[config.mk]
export PLATFORM = sky130hd
export DESIGN_NAME = interrupt_sequencer
export DESIGN_NICKNAME = d
export VERILOG_FILES = /design/src/rtl/interrupt_sequencer.sv
export SDC_FILE = /design/constraint.sdc
export NUM_CORES = 1
export LEC_CHECK = 0
export BUFFER_PORTS_ARGS = -buffer_cell sky130_fd_sc_hd__buf_2
export CAP_MARGIN = 20
export CORE_AREA = 2 2 39 41
export CTS_CLUSTER_SIZE = 8
export DETAILED_ROUTE_END_ITERATION = 8
export DIE_AREA = 0 0 41 43
export HOLD_SLACK_MARGIN = 0.15
export MAX_ROUTING_LAYER = met4
export PLACE_DENSITY = 0.69
export SLEW_MARGIN = 5
export SYNTH_ARGS = -nofsm -noshare
export SYNTH_HDL_FRONTEND = slang
export SYNTH_SLANG_ARGS = --single-unit
export TNS_END_PERCENT = 30
[constraint.sdc]
create_clock -name fclk -period 2.53 [get_ports fclk]
set_clock_uncertainty 0.2 [all_clocks]
set_input_delay 0.3795 -clock fclk [delete_from_list [all_inputs] [get_ports fclk]]
set_output_delay 0.3795 -clock fclk [all_outputs]
set_load 0.005 [all_outputs]
[src/rtl/interrupt_sequencer.sv]
// ---------------------------------------------------------------------------
// interrupt_sequencer
//
// This block arbitrates the 65C02 reset, NMI, IRQ and BRK sources. It also
// sequences the 7-cycle interrupt entry:
//   boundary -> DUMMY -> S_PCH -> S_PCL -> S_P -> S_VLO -> S_VHI -> IDLE
// Reset takes the same path. It starts from RST_HOLD and needs no
// instruction boundary.
//
// Ports
//   fclk            core clock; all state changes on its rising edge
//   resb            asynchronous active-low reset; also requests the reset
//                   sequence when it is released
//   nmib            NMI pin, active-low, falling-edge sensitive, asynchronous
//   irqb            IRQ pin, active-low, level sensitive, asynchronous
//   rdy             0 freezes the sequencer state and every strobe
//   i_flag          current status I bit (masks IRQ)
//   instr_boundary  pulse in the last cycle of an instruction
//   brk_req         BRK decoded; qualified by instr_boundary
//   busy            sequence in progress (RST_HOLD .. S_VHI)
//   push_pch/pcl/p  stack-cycle strobes
//   stack_write     push cycle writes memory (0 for reset dummy reads)
//   b_flag_out      B bit pushed with P (1 only for BRK)
//   push_resb/nmib/irqb  one-hot vector-low select (FC/FA/FE), S_VLO only
//   load_vec_hi     PCH loads the vector high byte
//   set_i, clear_d  status flag updates
//
// SYNC_STAGES (1..3) sets the depth of the pin synchronizers. The
// pin-to-pending latency for an NMI edge is SYNC_STAGES+1 cycles.
// ---------------------------------------------------------------------------
module interrupt_sequencer #(
  parameter int SYNC_STAGES = 2
) (
  input  logic fclk,
  input  logic resb,
  input  logic nmib,
  input  logic irqb,
  input  logic rdy,
  input  logic i_flag,
  input  logic instr_boundary,
  input  logic brk_req,
  output logic busy,
  output logic push_pch,
  output logic push_pcl,
  output logic push_p,
  output logic stack_write,
  output logic b_flag_out,
  output logic push_resb,
  output logic push_nmib,
  output logic push_irqb,
  output logic load_vec_hi,
  output logic set_i,
  output logic clear_d
);

  typedef enum logic [2:0] {
    RST_HOLD = 3'd0,
    IDLE     = 3'd1,
    DUMMY    = 3'd2,
    S_PCH    = 3'd3,
    S_PCL    = 3'd4,
    S_P      = 3'd5,
    S_VLO    = 3'd6,
    S_VHI    = 3'd7
  } state_t;

  typedef enum logic [1:0] {
    SRC_RESET = 2'd0,
    SRC_NMI   = 2'd1,
    SRC_IRQ   = 2'd2,
    SRC_BRK   = 2'd3
  } source_t;

  state_t  state_reg, state_next;
  source_t source_reg, source_next;

  logic [SYNC_STAGES-1:0] nmi_sync_reg;
  logic [SYNC_STAGES-1:0] irq_sync_reg;
  logic nmi_synced, irq_synced;
  logic nmi_prev_reg;
  logic nmi_edge;
  logic nmi_pending_reg;
  logic take_nmi;

  // -------------------------------------------------------------------------
  // Pin synchronizers. Both chains preset to 1 (idle pins) so that a reset
  // never creates a false NMI edge.
  // -------------------------------------------------------------------------
  generate
    if (SYNC_STAGES == 1) begin : g_sync_one
      always_ff @(posedge fclk or negedge resb) begin
        if (!resb) begin
          nmi_sync_reg <= '1;
          irq_sync_reg <= '1;
        end else begin
          nmi_sync_reg <= nmib;
          irq_sync_reg <= irqb;
        end
      end
    end else begin : g_sync_multi
      always_ff @(posedge fclk or negedge resb) begin
        if (!resb) begin
          nmi_sync_reg <= '1;
          irq_sync_reg <= '1;
        end else begin
          nmi_sync_reg <= {nmi_sync_reg[SYNC_STAGES-2:0], nmib};
          irq_sync_reg <= {irq_sync_reg[SYNC_STAGES-2:0], irqb};
        end
      end
    end
  endgenerate

  assign nmi_synced = nmi_sync_reg[SYNC_STAGES-1];
  assign irq_synced = irq_sync_reg[SYNC_STAGES-1];

  // The falling-edge detector runs regardless of rdy, so a stalled bus
  // cannot swallow an NMI.
  assign nmi_edge = nmi_prev_reg & ~nmi_synced;

  always_ff @(posedge fclk or negedge resb) begin
    if (!resb) begin
      nmi_prev_reg    <= 1'b1;
      nmi_pending_reg <= 1'b0;
    end else begin
      nmi_prev_reg    <= nmi_synced;
      // A new edge in the same cycle as the acceptance clear wins. This
      // keeps a back-to-back second NMI.
      nmi_pending_reg <= nmi_edge | (nmi_pending_reg & ~take_nmi);
    end
  end

  // -------------------------------------------------------------------------
  // State and source registers
  // -------------------------------------------------------------------------
  always_ff @(posedge fclk or negedge resb) begin
    if (!resb) begin
      state_reg  <= RST_HOLD;
      source_reg <= SRC_RESET;
    end else begin
      state_reg  <= state_next;
      source_reg <= source_next;
    end
  end

  // -------------------------------------------------------------------------
  // Next state, source latch and Moore outputs. The outputs depend only on
  // the registered state and source, so rdy=0 freezes them simply by
  // freezing the registers.
  // -------------------------------------------------------------------------
  always_comb begin
    state_next  = state_reg;
    source_next = source_reg;
    take_nmi    = 1'b0;

    busy        = 1'b1;
    push_pch    = 1'b0;
    push_pcl    = 1'b0;
    push_p      = 1'b0;
    stack_write = 1'b0;
    b_flag_out  = 1'b0;
    push_resb   = 1'b0;
    push_nmib   = 1'b0;
    push_irqb   = 1'b0;
    load_vec_hi = 1'b0;
    set_i       = 1'b0;
    clear_d     = 1'b0;

    case (state_reg)
      RST_HOLD: begin
        if (rdy) begin
          state_next  = DUMMY;
          source_next = SRC_RESET;
        end
      end

      IDLE: begin
        busy = 1'b0;
        // The source is fixed here and never re-evaluated mid-sequence.
        if (rdy && instr_boundary) begin
          if (nmi_pending_reg) begin
            state_next  = DUMMY;
            source_next = SRC_NMI;
            take_nmi    = 1'b1;
          end else if (!irq_synced && !i_flag) begin
            state_next  = DUMMY;
            source_next = SRC_IRQ;
          end else if (brk_req) begin
            state_next  = DUMMY;
            source_next = SRC_BRK;
          end
        end
      end

      DUMMY: begin
        if (rdy) state_next = S_PCH;
      end

      S_PCH: begin
        push_pch    = 1'b1;
        stack_write = (source_reg != SRC_RESET);
        if (rdy) state_next = S_PCL;
      end

      S_PCL: begin
        push_pcl    = 1'b1;
        stack_write = (source_reg != SRC_RESET);
        if (rdy) state_next = S_P;
      end

      S_P: begin
        push_p      = 1'b1;
        stack_write = (source_reg != SRC_RESET);
        b_flag_out  = (source_reg == SRC_BRK);
        if (rdy) state_next = S_VLO;
      end

      S_VLO: begin
        // The vector selects exist only here. This keeps them clear of the
        // PCL opcode-load path.
        case (source_reg)
          SRC_RESET: push_resb = 1'b1;
          SRC_NMI:   push_nmib = 1'b1;
          SRC_IRQ:   push_irqb = 1'b1;
          SRC_BRK:   push_irqb = 1'b1;
        endcase
        set_i   = 1'b1;
        clear_d = 1'b1;
        if (rdy) state_next = S_VHI;
      end

      S_VHI: begin
        load_vec_hi = 1'b1;
        if (rdy) state_next = IDLE;
      end
    endcase
  end

endmodule

==> results of run 1 <==
layout make-up:
type / count / area [um2]
inverters: 2 / 7.51
repair buffers: 22 / 125
clock buffers: 4 / 26.3
well taps: 16 / 20.0
flip-flops and latches: 11 / 282
fillers: 125 / 677
multi-input cells: 38 / 246
logic make-up (layout without fill, tap and decap cells):
| logic type | after synthesis | count (layout) |
|---|---|---|
| simple gates | 27 | 27 |
| buf+inv | 5 | 28 |
| flops | 11 | 11 |
| compound gates | 10 | 10 |
| xor+xnor | 1 | 1 |
per-layer routing:
metal  GRT usage, %  share of wire, %  vias to the layer above
met2           20.3                41                       22
met3           1.57               8.7                        2
met4           8.00              0.81                        0
li1               -                 -                      236
met5              -                 0                        -
met1           17.3                49                      218
metrics by stage:
| stage | power, mW | hold slack (ps) | utilization (%) | setup slack [ps] | area, um2 |
|---|---|---|---|---|---|
| final | 0.722 | 158 | 51.1 | 493 | 707 |
| after global placement | 0.603 | 54.9 | 47.0 | 811 | 651 |
| after global routing | 0.794 | 164 | 51.1 | 367 | 707 |
| after CTS | 0.733 | 161 | 51.1 | 488 | 707 |
| after detailed placement | 0.611 | 58.3 | 47.0 | 789 | 651 |
| after floorplan | 0.528 | -116 | - | 951 | 558 |
power by group through the flow:
stage	registers, mW	clock network, mW	logic (mW)
global route	0.345	0.127	0.322
finish	0.333	0.113	0.276
detailed placement	0.335	0	0.277
floorplan	0.280	0	0.248
global placement	0.332	0	0.272
CTS	0.332	0.120	0.281
how the worst max path moves through the flow:
stage | slack, ps | end | depth (start not counted)
2_1_floorplan | 950 | b_flag_out | 3
3_3_place_gp | 810 | push_nmib | 3
3_5_place_dp | 790 | push_nmib | 3
4_1_cts | 490 | push_nmib | 3
5_1_grt | 370 | push_irqb | 4
6_report | 490 | push_nmib | 3
critical path, cell delays in order (launching register included):
cell	delay (ps)
dfrtp_1	570
nand2_1	180
nor4b_1	300
buf_2	160
what timing repair did:
item | CTS | global route
hold buffers | 3 | 0
endpoints found under the hold margin | 13 | 0
gates resized for setup | 0 | 0
layout by cell type, fill, tap and decap left out, types with 2 or more instances in the layout:
cell	n
buf_2	19
o21ai_0	2
dlygate4sd3_1	3
clkbuf_4	3
and3_1	3
and2_1	2
nand2_1	6
nor3_1	2
dfrtp_1	6
inv_1	2
dfstp_2	5
nand3_1	3
nor2_1	4
a21oi_1	3
==> out/results.ini, run 1 <==
[synthesis]
synthMuxAreaShare_pct = 0
synth_edf_count = 0
synth_xor_area_share_pct = 1.57
synth_seq_cells = 11
synth_common_cells = 6 x dfrtp_1, 6 x nand2_1, 5 x dfstp_2, 4 x nor2_1
synth_simple_gate_area_share_pct = 29.4
synth_top_area_share_pct = 26.9
synth_top_family_by_area = simple AND/OR/NAND/NOR gates
async_flop_share_pct = 100
syn_area_per_cell_um2 = 10.3
synth_cell_type_count = 27
synth_nets = 62
ys_top_cells_by_area = dfrtp_1 27%, dfstp_2 24%, nand2_1 4.0%, nor2_8 3.6%, and3_1 3.4%
synth-main-ff-cell = dfrtp_1
netlist_area_um2 = 558
yosysTopAreaCell = dfrtp_1
yosys_warnings = 0
yosys.area_share.adder_pct = 0
seq_area_frac_synth_pct = 50.4
syn_inst = 54
synth_compound_area_share_pct = 13.2

[sta]
period_share_pct = 80.5
relSlewSlack_pct = 72.5
setup_violations = 0
rsz0062_at_grt = no
hold_violations = 0
tightest_slew_ps = 410
finalSetupTns_ps = 0
period_needed_ps = 2040
fmax_ghz = 0.491
slew_viol_final = 0

[clock_network]
htree_levels = 1
clock_latency_ps = 260
cts_inserted_buffers = 3
cts_tree = done
cts_root_buf = clkbuf_4
post-cts-setup-buffers = 0
clk_pin_slew_ps = 60
clockBufferDepth = 2
cts.sinks = 11

[drt]
ant_nets = 0
drcViolationCount = 0
drtPass1Iterations = 4
routed_wl_um = 984
wl_per_cell_um = 10.6
drt_iter0_drc = 14
vias_per_cell = 5.14
vias = 478

[power_and_ir_drop]
pwr-share-clk_pct = 15.6
powerDensity_nw_per_um2 = 1020
switchingPower_mw = 0.283
vdd_drop_max_mv = 0.400
internal_power_mw = 0.439
sw_frac_of_total_pct = 39.2
p_leak_nw = 0.343
pwr-share-comb_pct = 38.3
seqPwrFrac_pct = 46.1

[setup_path]
cp-end-kind = output port
reg2reg_slack_ps = 860
reg2reg_to = source_reg[0]
critPathKind = register to output port
cp.arrival_ps = 1460
r2r-start = irq_sync_reg[1]
worst_setup_path_start_kind = register
path_max_fanout = 9
critPathLaunch = state_reg[1]
required_ps = 1950
ff2ff_path_depth = 4

[grt]
grt_max_degree = 17
antenna_found_initial = 0
grt_use_total_pct = 13.7
grt_pass1_vias = 391
grt_pass1_wl_mm = 1.59
grt_remaining_overflow = 0

[die]
rows = 14
fp.coreArea_um2 = 1380
fp.dieW_um = 41
ioPinCount = 20
dieArea_um2 = 1760
start_util_pct = 40.3
fp.dieH_um = 43

[placement]
dp_hpwl_um = 736
dp_cells = 86
io_buffers = 19
place_congestion = 0.749

[finish]
instances_no_fill = 93
nets = 86
diodes = 0
synthToLayoutAreaGrowth_pct = 26.7
largest_reg_flops = 3
drive_gt1_share_pct = 39.0

[run]
maxCapViolCount = 0

[status]
status = finished, final reports clean

[hold_path]
holdCritStartpoint = nmi_sync_reg[0]
min_to = nmi_sync_reg[1]
hold_path_class = register to register
hold_path_depth = 0

Note: power is estimated with default switching activity, not from simulation.
==> inputs of run 2 (changes only) <==
ABC_AREA = 1   (was not set)
CORE_AREA = not set   (was 2 2 39 41)
CORE_MARGIN = 2   (was not set)
CORE_UTILIZATION = 43   (was not set)
DIE_AREA = not set   (was 0 0 41 43)
PLACE_DENSITY = 0.72   (was 0.69)
clock period = 1.8 ns   (was 2.53 ns; I/O delays follow)
==> run 2 against run 1 <==
  * Worst setup slack worse by 380 ps
  * First-iteration DRC count down 7.1%
  * Worst hold slack worse by 1.3 ps
  * Global-route usage up 3.5 points
  * Combinational power up 110%
  * Largest cell class is now multi-input combinational cells
  * Largest power group is now combinational cells
==> out/results.ini, run 2 <==
[synthesis]
synth_cell_type_count = 20
synth_seq_cells = 11
synth-main-ff-cell = dfrtp_1
synth_edf_count = 0
synth_top_area_share_pct = 23.2
yosysMostFrequentCell = nand2_1
synth_nets = 94
yosys_warnings = 0
seq_area_frac_synth_pct = 43.5
async_flop_share_pct = 100
synth_common_cells = 17 x nand2_1, 11 x nand3_1, 9 x inv_1, 8 x nor2_1, 7 x inv_2
netlist_area_um2 = 647
ys_top_cells_by_area = dfrtp_1 23%, dfstp_2 20%, nand2_1 9.9%, nand3_1 8.5%, inv_1 5.2%
syn_inst = 86
yosysTopAreaCell = dfrtp_1
syn_area_per_cell_um2 = 7.52

[clock_network]
clockBufferDepth = 2
cts_tree = done
clk_pin_slew_ps = 60
cts_inserted_buffers = 3
clock_latency_ps = 250
htree_levels = 1
cts_root_buf = clkbuf_4
cts.sinks = 11

[drt]
drtPass1Iterations = 5
dr_wl_met2_um = 652
drcViolationCount = 0
ant_nets = 0
vias_per_cell = 4.90
vias = 622
drt_iter0_drc = 13
wl_per_cell_um = 10.7
met1_length_um = 622
routed_wl_mm = 1.36
top_layer = met3
met3_length_um = 84

[die]
start_util_pct = 47.9
dieArea_um2 = 1830
fp.coreArea_um2 = 1350
ioPinCount = 20
fp.dieW_um = 42.8
rows = 13
fp.dieH_um = 42.8

[grt]
grt_max_degree = 12
grt_pass1_vias = 545
grt_remaining_overflow = 0
antenna_found_initial = 0
grt_pass1_wl_mm = 2.30
grt_use_total_pct = 17.2

[finish]
synthToLayoutAreaGrowth_pct = 28.0
nets = 121
layout_commonest_cell = buf_2
diodes = 0
largest_reg_flops = 3
layout_common_cells = 19 x buf_2, 17 x nand2_1, 11 x nand3_1
final_util_pct = 61.4
stdcell_area_um2 = 828
drive_gt1_share_pct = 45.5

[setup_path]
cp-end-kind = output port
path_buf_inv = 2
slowest_stage = dfrtp_2
cp_cell_sequence = inv_2 > nand3_1 > nor3_1 > buf_2
required_ps = 1330
worst_setup_path_start_kind = register
cp.arrival_ps = 1220
crit_family = flip-flops
critPathKind = register to output port
reg2reg_slack_ps = 350
path_max_fanout = 6
max_stage_delay_ps = 460

[power_and_ir_drop]
p_leak_nw = 0.457
powerDensity_nw_per_um2 = 1370
power.total_mw = 1.13
vdd_drop_max_mv = 0.768

[placement]
io_buffers = 19
place_congestion = 0.886
dp_hpwl_mm = 1.07
dpl-instance-area_um2 = 746

[hold_path]
hold_path_class = register to register

[sta]
period_needed_ps = 1690
fmax_ghz = 0.593
tightest_slew_ps = 225
finalSetupTns_ps = 0
rsz0062_at_grt = no
setup_violations = 0
period_share_pct = 93.6
slew_viol_final = 0
relSlewSlack_pct = 85.0
hold_violations = 0

[run]
maxCapViolCount = 0

[status]
status = finished, final reports clean

[run 2: worst register-to-register path: cells and delay by family (launching register included)]
family           cells  cell delay, ps
and+or+nand+nor      6             670
DFF                  1             460
[run 2: layer usage]
metal,track usage [%],up-vias
li1,-,324
met1,22.9,274
met2,26.7,24
met3,3.83,0
met4,3.75,0
met5,-,-
[run 2: path summary, 6_finish.rpt]
check	start	end	depth (start not counted)
max	state_reg[1]	b_flag_out	4
min	nmi_sync_reg[0]	nmi_sync_reg[1]	0
max reg2reg	state_reg[1]	source_reg[0]	6
min reg2reg	nmi_sync_reg[0]	nmi_sync_reg[1]	0
max in group asynchronous	resb	nmi_sync_reg[0]	2
min in group asynchronous	resb	source_reg[0]	2
[run 2: repair_timing]
item                       CTS  global route
hold buffers                 3             0
hold endpoints to repair    13             0
setup endpoints to repair    1             5
buffers inserted             0             2
gates resized for setup      1             4
[run 2: layout make-up]
class | count | area, um2
fillers | 130 | 522
well taps | 15 | 18.8
inverters | 16 | 60.1
flip-flops and latches | 11 | 285
clock buffers | 4 | 26.3
multi-input cells | 57 | 298
repair buffers | 24 | 140
[run 2: cell families (layout without fill, tap and decap cells)]
logic type      count (synthesis)  in the layout  share of synthesized area, %
compound gates                  8              8                          7.35
buf+inv                        18             44                          11.6
flops                          11             11                          43.5
simple gates                   49             49                          37.5
[run 2: stage by stage]
| step | setup WS, ps | instances | hold WS (ps) |
|---|---|---|---|
| 3_5_place_dp | 273 | 118 | -60.4 |
| 6_report | 115 | 127 | 157 |
| 5_1_grt | 10.2 | 127 | 164 |
| 2_1_floorplan | 490 | 86 | -226 |
| 4_1_cts | 29.0 | 125 | 159 |
| 3_3_place_gp | 308 | 118 | -58.5 |
[run 2: where the power goes]
group	switching, mW	internal [mW]	total, mW
Sequential	0.0951	0.317	0.412
Combinational	0.336	0.230	0.566
Clock	0.0704	0.0854	0.156
